===== config.mk =====
export PLATFORM = sky130hd
export DESIGN_NAME = jt7759_pack_flat
export DESIGN_NICKNAME = d
export VERILOG_FILES = /design/src/rtl/jt7759_pkg.sv /design/src/rtl/jt7759_pack_if.sv /design/src/rtl/jt7759_pack_buf.sv /design/src/rtl/jt7759_pack.sv /design/src/flat_wrapper.sv
export SDC_FILE = /design/constraint.sdc
export NUM_CORES = 1
export LEC_CHECK = 0
export ABC_AREA = 0
export BUFFER_PORTS_ARGS = -buffer_cell sky130_fd_sc_hd__buf_4
export CAP_MARGIN = 40
export CORE_MARGIN = 4
export CORE_UTILIZATION = 56
export CTS_BUF_LIST = sky130_fd_sc_hd__clkbuf_16
export CTS_CLUSTER_SIZE = 12
export DETAILED_ROUTE_END_ITERATION = 6
export PLACE_DENSITY_LB_ADDON = 0.3
export SYNTH_ARGS = -nofsm -noshare
export SYNTH_HDL_FRONTEND = slang
export SYNTH_HIERARCHICAL = 1
export SYNTH_SLANG_ARGS = --single-unit

===== constraint.sdc =====
create_clock -name clk -period 7.7 [get_ports clk]
set_clock_uncertainty 0.15 [all_clocks]
set_input_delay 1.54 -clock clk [delete_from_list [all_inputs] [get_ports clk]]
set_output_delay 1.54 -clock clk [all_outputs]
set_load 0.05 [all_outputs]

===== src/rtl/jt7759_pkg.sv =====
// Shared types and constants for the jt7759 ADPCM stream packer.
package jt7759_pkg;

    localparam int unsigned AW        = 17;
    localparam int unsigned DW        = 8;
    localparam int unsigned NW        = 4;
    localparam int unsigned LW        = 6;
    localparam int unsigned CW        = 9;
    localparam int unsigned BAW       = 7;
    localparam int unsigned FULL_NIBS = 256;

    typedef enum logic [1:0] {
        OP_SIL     = 2'd0,
        OP_PLAY256 = 2'd1,
        OP_PLAYN   = 2'd2,
        OP_REPEAT  = 2'd3
    } op_e;

    localparam logic [DW-1:0] END_MARK = 8'h00;

    localparam logic [DW-1:0] SIG0 = 8'h5A;
    localparam logic [DW-1:0] SIG1 = 8'hA5;
    localparam logic [DW-1:0] SIG2 = 8'h69;
    localparam logic [DW-1:0] SIG3 = 8'h55;

    typedef enum logic [2:0] {
        ST_IDLE, ST_SIGN, ST_FILL, ST_CMD, ST_CNT, ST_DATA, ST_SIL, ST_END
    } state_e;

    function automatic logic [DW-1:0] sig_byte(input logic [1:0] idx);
        case (idx)
            2'd0:    return SIG0;
            2'd1:    return SIG1;
            2'd2:    return SIG2;
            default: return SIG3;
        endcase
    endfunction

endpackage


===== src/rtl/jt7759_pack_if.sv =====
// Nibble input handshake and memory write port of the packer.
interface jt7759_pack_if;
    import jt7759_pkg::*;

    logic          nib_valid;
    logic          nib_ready;
    logic [NW-1:0] nib;
    logic          wr_en;
    logic [AW-1:0] wr_addr;
    logic [DW-1:0] wr_data;
    logic          wr_ok;

    modport master (
        input  nib_valid, nib, wr_ok,
        output nib_ready, wr_en, wr_addr, wr_data
    );

    modport slave (
        output nib_valid, nib, wr_ok,
        input  nib_ready, wr_en, wr_addr, wr_data
    );
endinterface


===== src/rtl/jt7759_pack_buf.sv =====
// 128x8 single-port block buffer; a high-nibble write clears the low nibble
// so an odd-length block ends with a zero pad.
module jt7759_pack_buf
    import jt7759_pkg::*;
(
    input  logic           clk,
    input  logic           we,
    input  logic           hi,
    input  logic [BAW-1:0] addr,
    input  logic [NW-1:0]  nib,
    output logic [DW-1:0]  rdata
);
    logic [DW-1:0] mem [0:(1<<BAW)-1];

    always_ff @(posedge clk) begin
        if (we) begin
            if (hi) mem[addr] <= {nib, NW'(0)};
            else    mem[addr][NW-1:0] <= nib;
        end else begin
            rdata <= mem[addr];
        end
    end
endmodule


===== src/rtl/jt7759_pack.sv =====
// jt7759 ADPCM stream packer: buffers nibble pairs and writes command/data bytes.
// Define JT7759_PACK_SIGN_EN to emit the 4-byte signature at addresses 1..4 on start.
module jt7759_pack
    import jt7759_pkg::*;
(
    input  logic           clk,
    input  logic           rstn,
    input  logic           start,
    input  logic [AW-1:0]  base_addr,
    input  logic [LW-1:0]  divby,
    input  logic           sil_req,
    input  logic [LW-1:0]  sil_len,
    input  logic           stop,
    output logic           busy,
    output logic           done,
    jt7759_pack_if.master  bus
);
    state_e        state, state_nx;
    logic [AW-1:0] addr, addr_nx, wr_addr_nx;
    logic [CW-1:0] cnt, cnt_nx;
    logic [7:0]    bidx, bidx_nx, nbytes;
    logic [DW-1:0] wr_data_nx, rdata;
    logic [LW-1:0] len_q, len_nx;
    logic          rd_ok, rd_ok_nx, nz_seen, nz_nx;
    logic          pend_sil, pend_stop, ps_nx, pt_nx;
    logic          wr_en_nx, ready_nx, busy_nx, done_nx;
    logic          accept, xfer, full_blk, stop_e, sil_e;
`ifdef JT7759_PACK_SIGN_EN
    logic [1:0]    step, step_nx;
`endif

    assign accept   = bus.wr_en & bus.wr_ok;
    assign xfer     = bus.nib_valid & bus.nib_ready;
    assign full_blk = (cnt == CW'(FULL_NIBS));
    assign nbytes   = 8'((cnt + CW'(1)) >> 1);
    // a stop left pending by a flush or silence outranks a new sil_req
    assign stop_e   = stop | pend_stop;
    assign sil_e    = sil_req & ~pend_stop;

    jt7759_pack_buf u_buf (
        .clk   (clk),
        .we    (xfer),
        .hi    (~cnt[0]),
        .addr  ((state == ST_FILL) ? cnt[BAW:1] : bidx[BAW-1:0]),
        .nib   (bus.nib),
        .rdata (rdata)
    );

    always_ff @(posedge clk) begin
        if (!rstn) begin
            state         <= ST_IDLE;
            addr          <= '0;
            cnt           <= '0;
            bidx          <= '0;
            len_q         <= '0;
            rd_ok         <= 1'b0;
            nz_seen       <= 1'b0;
            pend_sil      <= 1'b0;
            pend_stop     <= 1'b0;
            bus.wr_en     <= 1'b0;
            bus.wr_addr   <= '0;
            bus.wr_data   <= '0;
            bus.nib_ready <= 1'b0;
            busy          <= 1'b0;
            done          <= 1'b0;
`ifdef JT7759_PACK_SIGN_EN
            step          <= '0;
`endif
        end else begin
            state         <= state_nx;
            addr          <= addr_nx;
            cnt           <= cnt_nx;
            bidx          <= bidx_nx;
            len_q         <= len_nx;
            rd_ok         <= rd_ok_nx;
            nz_seen       <= nz_nx;
            pend_sil      <= ps_nx;
            pend_stop     <= pt_nx;
            bus.wr_en     <= wr_en_nx;
            bus.wr_addr   <= wr_addr_nx;
            bus.wr_data   <= wr_data_nx;
            bus.nib_ready <= ready_nx;
            busy          <= busy_nx;
            done          <= done_nx;
`ifdef JT7759_PACK_SIGN_EN
            step          <= step_nx;
`endif
        end
    end

    // Each write state issues when no write is open and advances on accept.
    always_comb begin
        state_nx   = state;
        addr_nx    = addr;
        cnt_nx     = cnt;
        bidx_nx    = bidx;
        len_nx     = len_q;
        rd_ok_nx   = rd_ok;
        nz_nx      = nz_seen;
        ps_nx      = pend_sil;
        pt_nx      = pend_stop;
        wr_en_nx   = bus.wr_en;
        wr_addr_nx = bus.wr_addr;
        wr_data_nx = bus.wr_data;
        done_nx    = 1'b0;
`ifdef JT7759_PACK_SIGN_EN
        step_nx    = step;
`endif

        if (accept) begin
            wr_en_nx = 1'b0;
            if (bus.wr_data != END_MARK) nz_nx = 1'b1;
            if (state != ST_SIGN) addr_nx = addr + AW'(1);
        end

        case (state)
            ST_IDLE: begin
                if (start) begin
                    addr_nx = base_addr;
                    cnt_nx  = '0;
                    bidx_nx = '0;
                    nz_nx   = 1'b0;
                    ps_nx   = 1'b0;
                    pt_nx   = 1'b0;
`ifdef JT7759_PACK_SIGN_EN
                    step_nx  = '0;
                    state_nx = ST_SIGN;
`else
                    state_nx = ST_FILL;
`endif
                end
            end
`ifdef JT7759_PACK_SIGN_EN
            ST_SIGN: begin
                if (!bus.wr_en) begin
                    wr_en_nx   = 1'b1;
                    wr_addr_nx = AW'(step) + AW'(1);
                    wr_data_nx = sig_byte(step);
                end else if (accept) begin
                    step_nx = step + 2'd1;
                    if (step == 2'd3) state_nx = ST_FILL;
                end
            end
`endif
            ST_FILL: begin
                if (xfer) cnt_nx = cnt + CW'(1);
                if (sil_e || stop_e) begin
                    ps_nx = sil_e;
                    pt_nx = stop_e;
                    if (sil_e) len_nx = sil_len;
                    if (cnt_nx != '0) state_nx = ST_CMD;
                    else if (sil_e)   state_nx = ST_SIL;
                    else              state_nx = ST_END;
                end else if (cnt_nx == CW'(FULL_NIBS)) begin
                    state_nx = ST_CMD;
                end
            end
            ST_CMD: begin
                if (!bus.wr_en) begin
                    wr_en_nx   = 1'b1;
                    wr_addr_nx = addr;
                    wr_data_nx = full_blk ? {2'(OP_PLAY256), divby} : {2'(OP_PLAYN), divby};
                end else if (accept) begin
                    bidx_nx  = '0;
                    rd_ok_nx = 1'b0;
                    state_nx = full_blk ? ST_DATA : ST_CNT;
                end
            end
            ST_CNT: begin
                if (!bus.wr_en) begin
                    wr_en_nx   = 1'b1;
                    wr_addr_nx = addr;
                    wr_data_nx = DW'(cnt - CW'(1));
                end else if (accept) begin
                    state_nx = ST_DATA;
                end
            end
            ST_DATA: begin
                // one idle cycle per byte lets the buffer read settle
                if (!bus.wr_en) begin
                    if (!rd_ok) begin
                        rd_ok_nx = 1'b1;
                    end else begin
                        rd_ok_nx   = 1'b0;
                        wr_en_nx   = 1'b1;
                        wr_addr_nx = addr;
                        wr_data_nx = rdata;
                    end
                end else if (accept) begin
                    if (bidx + 8'd1 == nbytes) begin
                        cnt_nx  = '0;
                        bidx_nx = '0;
                        if (pend_sil)       state_nx = ST_SIL;
                        else if (pend_stop) state_nx = ST_END;
                        else                state_nx = ST_FILL;
                    end else begin
                        bidx_nx = bidx + 8'd1;
                    end
                end
            end
            ST_SIL: begin
                if (!bus.wr_en) begin
                    wr_en_nx   = 1'b1;
                    wr_addr_nx = addr;
                    wr_data_nx = {2'(OP_SIL), (len_q == '0) ? LW'(1) : len_q};
                end else if (accept) begin
                    ps_nx    = 1'b0;
                    state_nx = ST_FILL;
                end
            end
            ST_END: begin
                if (!bus.wr_en) begin
                    wr_en_nx   = 1'b1;
                    wr_addr_nx = addr;
                    wr_data_nx = nz_seen ? END_MARK : 8'h01;
                end else if (accept && bus.wr_data == END_MARK) begin
                    pt_nx    = 1'b0;
                    done_nx  = 1'b1;
                    state_nx = ST_IDLE;
                end
            end
            default: state_nx = ST_IDLE;
        endcase

        ready_nx = (state_nx == ST_FILL) && !pt_nx && (cnt_nx < CW'(FULL_NIBS));
        busy_nx  = (state_nx != ST_IDLE);
    end
endmodule

===== src/flat_wrapper.sv =====
// flat-port wrapper written by rule: the top's interface ports become plain ports
module jt7759_pack_flat import jt7759_pkg::*;
  (clk, rstn, start, base_addr, divby, sil_req, sil_len, stop, busy, done, bus_nib_valid, bus_nib, bus_wr_ok, bus_nib_ready, bus_wr_en, bus_wr_addr, bus_wr_data);
  jt7759_pack_if bus_i ();
  input  logic clk;
  input  logic rstn;
  input  logic start;
  input  logic [AW-1:0] base_addr;
  input  logic [LW-1:0] divby;
  input  logic sil_req;
  input  logic [LW-1:0] sil_len;
  input  logic stop;
  output logic busy;
  output logic done;
  input wire logic [$bits(bus_i.nib_valid)-1:0] bus_nib_valid;
  input wire logic [$bits(bus_i.nib)-1:0] bus_nib;
  input wire logic [$bits(bus_i.wr_ok)-1:0] bus_wr_ok;
  output wire logic [$bits(bus_i.nib_ready)-1:0] bus_nib_ready;
  output wire logic [$bits(bus_i.wr_en)-1:0] bus_wr_en;
  output wire logic [$bits(bus_i.wr_addr)-1:0] bus_wr_addr;
  output wire logic [$bits(bus_i.wr_data)-1:0] bus_wr_data;
  assign bus_i.nib_valid = bus_nib_valid;
  assign bus_i.nib = bus_nib;
  assign bus_i.wr_ok = bus_wr_ok;
  assign bus_nib_ready = bus_i.nib_ready;
  assign bus_wr_en = bus_i.wr_en;
  assign bus_wr_addr = bus_i.wr_addr;
  assign bus_wr_data = bus_i.wr_data;
  jt7759_pack u_core (.clk(clk), .rstn(rstn), .start(start), .base_addr(base_addr), .divby(divby), .sil_req(sil_req), .sil_len(sil_len), .stop(stop), .busy(busy), .done(done), .bus(bus_i));
endmodule

==> metrics.md, run 1 <==
| Metric | Value |
|---|---|
| Routed WL per cell | approximately 32 um |
| CP Launch Type | flip-flop |
| Part of the cycle the worst path needs | 70.6% |
| Syn nets | between 3k and 4k |
| Tightest Hold Check Type | flip-flop to flip-flop |
| Leak Pwr | roughly 15 nW |
| Share of Yosys cell area claimed by the top area cell type | 68.1% |
| Max-slew violation count | 0 |
| R2r endpoint | u_core/u_buf/rdata[0] |
| Hold path startpoint | u_core/len_q[0] |
| Ranking of synthesized cells by area | edfxtp_1 (68%), dfxtp_1 (3.3%), nor2_1 (3.1%) |
| FP Rows | ~100 |
| Most common cell after layout, fill and taps aside | edfxtp_1 |
| Final worst path period need | 5.44 ns |
| DP Worst Slack | roughly 2.6 ns |
| Slew headroom | between 30% and 40% |
| First-pass GRT wire length | 195 mm |
| CTS tree | done |
| Max frequency | 184 MHz |
| Hold worst-path end | u_core/len_q[0] |
| DIE HEIGHT | 293 um |
| Vias in the first global route | 28.9k |
| Starting Density | 56.5% |
| Largest delay share family, worst path | simple AND/OR/NAND/NOR gates |
| Crit-path cells | inv_1, and2_1, buf_4, nand2_1, nand2_4, buf_12, nor2_4, buf_4, a22oi_1, o221a_2, a311oi_1, a31oi_1, nor4_2 |
| Clk pin slew, worst setup/hold paths | roughly 0.060 ns |
| EDFF count, synth | 1032 |
| Post-CTS sizing | 0 |
| Ys Warns | 6 |
| Pwr/cell area | between 200 and 250 mW/mm^2 |
| Estimated wirelength of the detail-placed design | between 80 and 90 mm |
| Post-synth ARST share | 0% |
| Clock sink count | ~1.1k |
| Vias per cell | 7.03 |
| Gr ovfl total | 0 |
| Inst Count DP | 4046 |
| PnR Total Power | 0.0124 W |
| Worst slew pin tran | 1.01 ns |
| Maximum number of pins on one net before global-route repair | 81 |
| # hold bufs at CTS | 0 |
| R2r setup slk | ~2.3 ns |
| Synth cell types | 95 |
| Layout cells sized above 1 | 14.8% |
| Synth Cell Area | 0.0455 sq mm |
| CTS buffer count | 111 |
| Clk buf depth | 3 |
| Reg2reg start | u_core/state[2] |
| Crit-path max FO | 53 |
| Slowest stage delay, CP | 0.74 ns |
| Final nets | 3145 |
| Final setup violation count | 0 |
| Pre-antenna DRT Iters | 6 |
| I/O pin cnt | 69 |
| Post-route ant nets | 0 |
| Register area share after synthesis | between 70% and 80% |
| P&R area growth vs syn | 10.7% |
| Final worst setup slack | 2.26 ns |
| WP data required | between 8 and 9 ns |
| IO Port Bufs | 68 |
| Commonest cells after routing, fill and taps aside | edfxtp_1 (1032), nor2_1 (373), nand2_1 (170) |
| GPL Wtd Cong | approximately 0.95 |
| Crit path max-delay cell type | dfxtp_1 |
| GRT Total Usage | between 30% and 40% |
| Routed wire length | 134 mm |
| CP Buf/Inv Count | 4 |
| Max Cap Viol | 0 |
| Via count of the routed design | a little under 30k |
| Post-Synthesis Cells | about 3.0k |
| Root Driver | clkbuf_16 |
| Top_reg_cell synth | edfxtp_1 |
| FF+latch count, synth | between 1k and 1.5k |
| Critical path endpoint category | flip-flop |
| Syn avg cell area | 14.9 sq um |
| Drt drc | 0 |
| RSZ-0062 raised after global routing | false |
| Worst reg2reg path depth | 13 |
| Post-CTS Setup Bufs | 0 |
| Final hold vios | 0 |
| DRT iter0 DRCs | 4538 |
| H-tree depth | 3 |
| Fin Hold WS | 0.306 ns |
| Core ar. | 0.0805 sq mm |
| Non-filler instance count after layout | 4238 |
| Most used cell, CP | buf_4 |
| Die ar. | 0.0859 sq mm |
| Worst EP arrival | 5.79 ns |
| Initial antenna violation count | 2 |
| WS Path Type | flip-flop to flip-flop |
| Clock Latency Late Sink | 0.68 ns |
| Status | complete, no violations |
| Hold depth | 2 |
| Leading area contributor after synthesis | edfxtp_1 |
| Max IR drop VDD | about 0.17 mV |
| Die width | 293 um |
| Final setup TNS | 0 ns |
==> layout make-up <==
type,count,area [sq um]
Clock buffer,114,2850
Multi-Input combinational cell,1687,11700
Fill cell,5696,30200
Timing Repair Buffer,169,1440
Sequential cell,1108,32500
Clock inverter,75,408
Inverter,24,91.3
Tap cell,1060,1330
Antenna cell,1,2.50
==> kinds of logic (layout without fill, tap and decap cells) <==
kind of cell               after synthesis  count (layout)  synth area share, %
buffers and inverters                  253             382                 2.94
other                                    0               1                    0
xor gates and xnor gates                39              39                0.751
DFF                                   1108            1108                 71.5
and+or+nand+nor                        730             730                 7.15
AOI/OAI and AO/OA                      659             659                 10.6
adders and majority gates                4               4                0.110
muxes                                  255             255                 7.03
==> cells in the mapped netlist (all sizes together) (7+ instances only) <==
| cell | count |
|---|---|
| mux2i | 136 |
| nand2b | 7 |
| o21ai | 73 |
| a31oi | 17 |
| o221ai | 37 |
| nand4 | 12 |
| mux2 | 75 |
| xnor2 | 18 |
| a22o | 7 |
| o211ai | 24 |
| a221oi | 123 |
| mux4 | 44 |
| o22ai | 34 |
| nand3 | 48 |
| xor2 | 21 |
| o221a | 8 |
| inv | 22 |
| and3 | 9 |
| a221o | 11 |
| nor2 | 376 |
| and2 | 22 |
| a22oi | 94 |
| clkbuf | 104 |
| a211oi | 24 |
| o2bb2ai | 24 |
| nor2b | 12 |
| dfxtp | 76 |
| a311oi | 8 |
| buf | 125 |
| edfxtp | 1032 |
| nand2 | 172 |
| or3 | 13 |
| a21oi | 112 |
| nor3 | 24 |
==> how the worst max path moves through the flow <==
stage,from,depth (start not counted),slack (ns),end
6_report,u_core/state[2],13,2.26,u_core/u_buf/rdata[0]
5_1_grt,u_core/state[2],13,2.19,u_core/u_buf/rdata[0]
4_1_cts,u_core/state[2],13,2.54,u_core/u_buf/rdata[0]
3_5_place_dp,u_core/state[2],13,2.55,u_core/u_buf/rdata[0]
3_3_place_gp,u_core/state[2],13,2.73,u_core/u_buf/rdata[0]
2_1_floorplan,bus_nib_valid,7,2.58,u_core/u_buf/mem[0][0]
==> tightest hold or removal path, cell delays in order, from the launching register on <==
cell	delay (ns)
dfxtp_1	0.31
nand2_1	0.05
a21oi_1	0.05
==> per-layer routing <==
layer  global-route usage [%]  part of all wire (%)
met4                     14.0                   5.4
met2                     46.8                    45
met3                     8.33                    14
met5                        0                 0.024
met1                     41.6                    35
==> registers in the layout, summed over array words and instances, names as in the netlist, 3 cells and up <==
register and count:
u_core/u_buf/rdata 8, u_core/u_buf/mem 1024, u_core/state 3, u_core/len_q 6, u_core/bus.wr_addr 17, u_core/addr 17
u_core/bidx 8, u_core/bus.wr_data 8, u_core/cnt 9
==> stage by stage <==
step	cell area, sq um	utilization [%]
2_1_floorplan	45500	-
6_report	50400	62.5
3_3_place_gp	46900	58.2
5_1_grt	50400	62.5
3_5_place_dp	47100	58.5
4_1_cts	50300	62.5
==> report_power, final <==
part / internal [W] / switching [W]
Sequential: 0.00662 / 0.000108
Combinational: 0.000229 / 0.000531
Clock: 0.00274 / 0.00218
Total: 0.00959 / 0.00282
Power figures use the tool's default switching activity.
==> run 2, diff against run 1 <==
==> constraint.sdc (replaced) <==
create_clock -name clk -period 4.5 [get_ports clk]
set_clock_uncertainty 0.15 [all_clocks]
set_input_delay 0.9 -clock clk [delete_from_list [all_inputs] [get_ports clk]]
set_output_delay 0.9 -clock clk [all_outputs]
set_load 0.05 [all_outputs]
==> run 2 against run 1 <==
Final cell count is 2.0% higher. Non-clock buffer count is 87 higher. Total power is 72% higher. Setup slack worse by 2.0 ns. Die area stayed put. Hold slack better by 0.0091 ns. Via count is 0.79% higher. Routed wire length is 1.7% higher. Sequential share of layout area is 1.0 points lower. First-iteration DRC count is 5.2% higher. Clock power is 73% higher. Critical path type unchanged. Largest power group unchanged. Highest routed layer unchanged.
==> metrics.md, run 2 (synthesis results as in run 1) <==
| Metric | Value |
|---|---|
| Routed metal-1 wire length | 50.0 mm (+5.5%) |
| Final hold vios | 0 (unchanged) |
| Worst slew pin tran | 0.953 ns (-0.0594 ns) |
| Final setup violation count | 0 (unchanged) |
| Estimated wirelength of the detail-placed design | 85.8 mm (+4.2%) |
| WS Path Type | flip-flop to flip-flop |
| Pwr/cell area | 418 mW/mm^2 (+70%) |
| Non-filler instance count after layout | 4323 (+2.0%) |
| Critical Path End | u_core/u_buf/rdata[1] |
| Maximum number of pins on one net before global-route repair | 129 (+59%) |
| Inst Count DP | 4129 (+2.1%) |
| Top Registers | u_core/u_buf/mem (1024), u_core/addr (17), u_core/bus.wr_addr (17) |
| Most common cell after layout, fill and taps aside | edfxtp_1 |
| Slew headroom | 36.3% (+4.0 points) |
| Reg with most FFs | u_core/u_buf/mem |
| Reg2reg start | u_core/state[1] |
| Part of the cycle the worst path needs | 95.1% (+24 points) |
| IO Port Bufs | 68 (unchanged) |
| FP Rows | 104 (unchanged) |
| Vias in the first global route | 29.0k (+0.40%) |
| Leak Pwr | 15.1 nW (+2.9%) |
| Critical Path Source | u_core/state[1] |
| Top layer in use | met5 |
| Max IR drop VDD | 0.314 mV (+81%) |
| Status | complete, no violations |
| Root Driver | clkbuf_16 |
| Drt drc | 0 (unchanged) |
| Commonest cells after routing, fill and taps aside | edfxtp_1 (1032), nor2_1 (374), buf_4 (234) |
| Worst EP arrival | 4.55 ns (-1.24 ns) |
| Met2 wire len | 60.7 mm (+0.62%) |
| GRT Total Usage | 31.1% (+0.48 points) |
| WL met3 | 18.5 mm (-1.6%) |
| Layout cells sized above 1 | 17.2% (+2.4 points) |
| Routed WL per cell | 31.5 um (-0.27%) |
| H-tree depth | 3 (unchanged) |
| P&R area growth vs syn | 12.5% |
| R2r endpoint | u_core/u_buf/rdata[1] |
| RSZ-0062 raised after global routing | false |
| Crit-path max FO | 36 (-32%) |
| Max frequency | 234 MHz (+27%) |
| Routed wire length | 136 mm (+1.7%) |
| Final setup TNS | 0 ns (unchanged) |
| GPL Wtd Cong | 0.960 (+0.63%) |
| PnR Total Power | 0.0214 W (+72%) |
| Max reg flops | 1024 (unchanged) |
| Critical path endpoint category | flip-flop |
| Pre-antenna DRT Iters | 7 (+1) |
| # hold bufs at CTS | 0 (unchanged) |
| CTS buffer count | 112 (+0.90%) |
| Clk buf depth | 3 (unchanged) |
| Clock sink count | 1108 (unchanged) |
| Gr ovfl total | 0 (unchanged) |
| WP data required | 4.77 ns (-3.28 ns) |
| Via count of the routed design | 30.0k (+0.79%) |
| R2r setup slk | 0.22 ns (-2.04 ns) |
| Starting Density | 56.5% (unchanged) |
| CTS tree | done |
| Tightest Hold Check Type | flip-flop to flip-flop |
| Die ar. | 0.0859 sq mm (unchanged) |
| Max Cap Viol | 0 (unchanged) |
| DRT iter0 DRCs | 4773 (+5.2%) |
| First-pass GRT wire length | 198 mm (+1.4%) |
| I/O pin cnt | 69 (unchanged) |
| Worst reg2reg path depth | 10 (-3) |
| Clk pin slew, worst setup/hold paths | 0.06 ns (about the same) |
| Core ar. | 0.0805 sq mm (unchanged) |
| CP Launch Type | flip-flop |
| DIE HEIGHT | 293 um (unchanged) |
| Initial antenna violation count | 2 (unchanged) |
| Post-route ant nets | 0 (unchanged) |
| Clock Latency Late Sink | 0.67 ns (about the same) |
| Die width | 293 um (unchanged) |
| Vias per cell | 6.94 (-1.2%) |
| Final worst path period need | 4.28 ns (-1.16 ns) |
| Final nets | 3233 (+2.8%) |
| Max-slew violation count | 0 (unchanged) |
run 2: cell count changes in the layout (fill, tap and decap cells not counted), sizes merged:
cell,before,now
buf,169,256
inv,62,55
clkinv,33,36
clkbuf,114,116
bufinv,3,4
clkinvlp,1,0
run 2: how the worst min path moves through the flow:
stage	from	endpoint	slack (ns)	depth (start not counted)
2_1_floorplan	u_core/len_q[0]	u_core/len_q[0]	0.29	2
3_3_place_gp	u_core/bus.wr_addr[15]	u_core/bus.wr_addr[15]	0.29	2
3_5_place_dp	u_core/bus.wr_addr[15]	u_core/bus.wr_addr[15]	0.31	2
4_1_cts	u_core/bus.wr_addr[15]	u_core/bus.wr_addr[15]	0.31	2
5_1_grt	u_core/bus.wr_addr[8]	u_core/bus.wr_addr[8]	0.33	2
6_report	u_core/bus.wr_addr[8]	u_core/bus.wr_addr[8]	0.32	2
run 2: worst max-delay path, cell delays in order, from the launching register on:
cell and delay (ns):
dfxtp_1 0.32, nor2b_1 0.28, and2_2 0.44, nand2_1 0.15
nand2_4 0.26, buf_4 0.58, mux2i_1 0.64, o221ai_1 0.34
o21ai_0 0.33, o32ai_1 0.18, mux2_2 0.30
run 2: routing by layer:
metal	track usage [%]	vias up
li1	-	12274
met1	44.1	14827
met2	47.3	2466
met3	6.81	438
met4	13.2	2
met5	0	-
run 2: layout make-up:
class                   count  area, sq um
multi-input cells        1687        11700
well taps                1060         1330
fillers                  5617        29400
clock inverters            71          410
inverters                  24         91.3
repair buffers            256         2200
flip-flops and latches   1108        32500
diodes                      1         2.50
clock buffers             116         2900
run 2: timing repair:
| action | 4_1_cts | 5_1_grt |
|---|---|---|
| endpoints found under the hold margin | 0 | 0 |
| gates resized for setup | 0 | 1 |
| buffers inserted | 0 | 6 |
| setup endpoints to repair | 0 | 8 |
run 2: power by group:
group | switching, W | internal [W]
logic | 0.000969 | 0.000416
registers | 0.000137 | 0.0113
clock network | 0.00372 | 0.00482
total | 0.00482 | 0.0166
run 2: per-stage QoR:
| stage | util (%) | worst slack, ns | hold slack [ns] | cell area, sq um |
|---|---|---|---|---|
| after floorplan | - | 0.0240 | 0.286 | 45500 |
| after global placement | 59.3 | 0.116 | 0.293 | 47800 |
| after detailed placement | 59.4 | 0.0779 | 0.305 | 47800 |
| after CTS | 63.5 | 0.0618 | 0.314 | 51100 |
| after global routing | 63.5 | 0.149 | 0.327 | 51200 |
| final | 63.5 | 0.221 | 0.315 | 51200 |
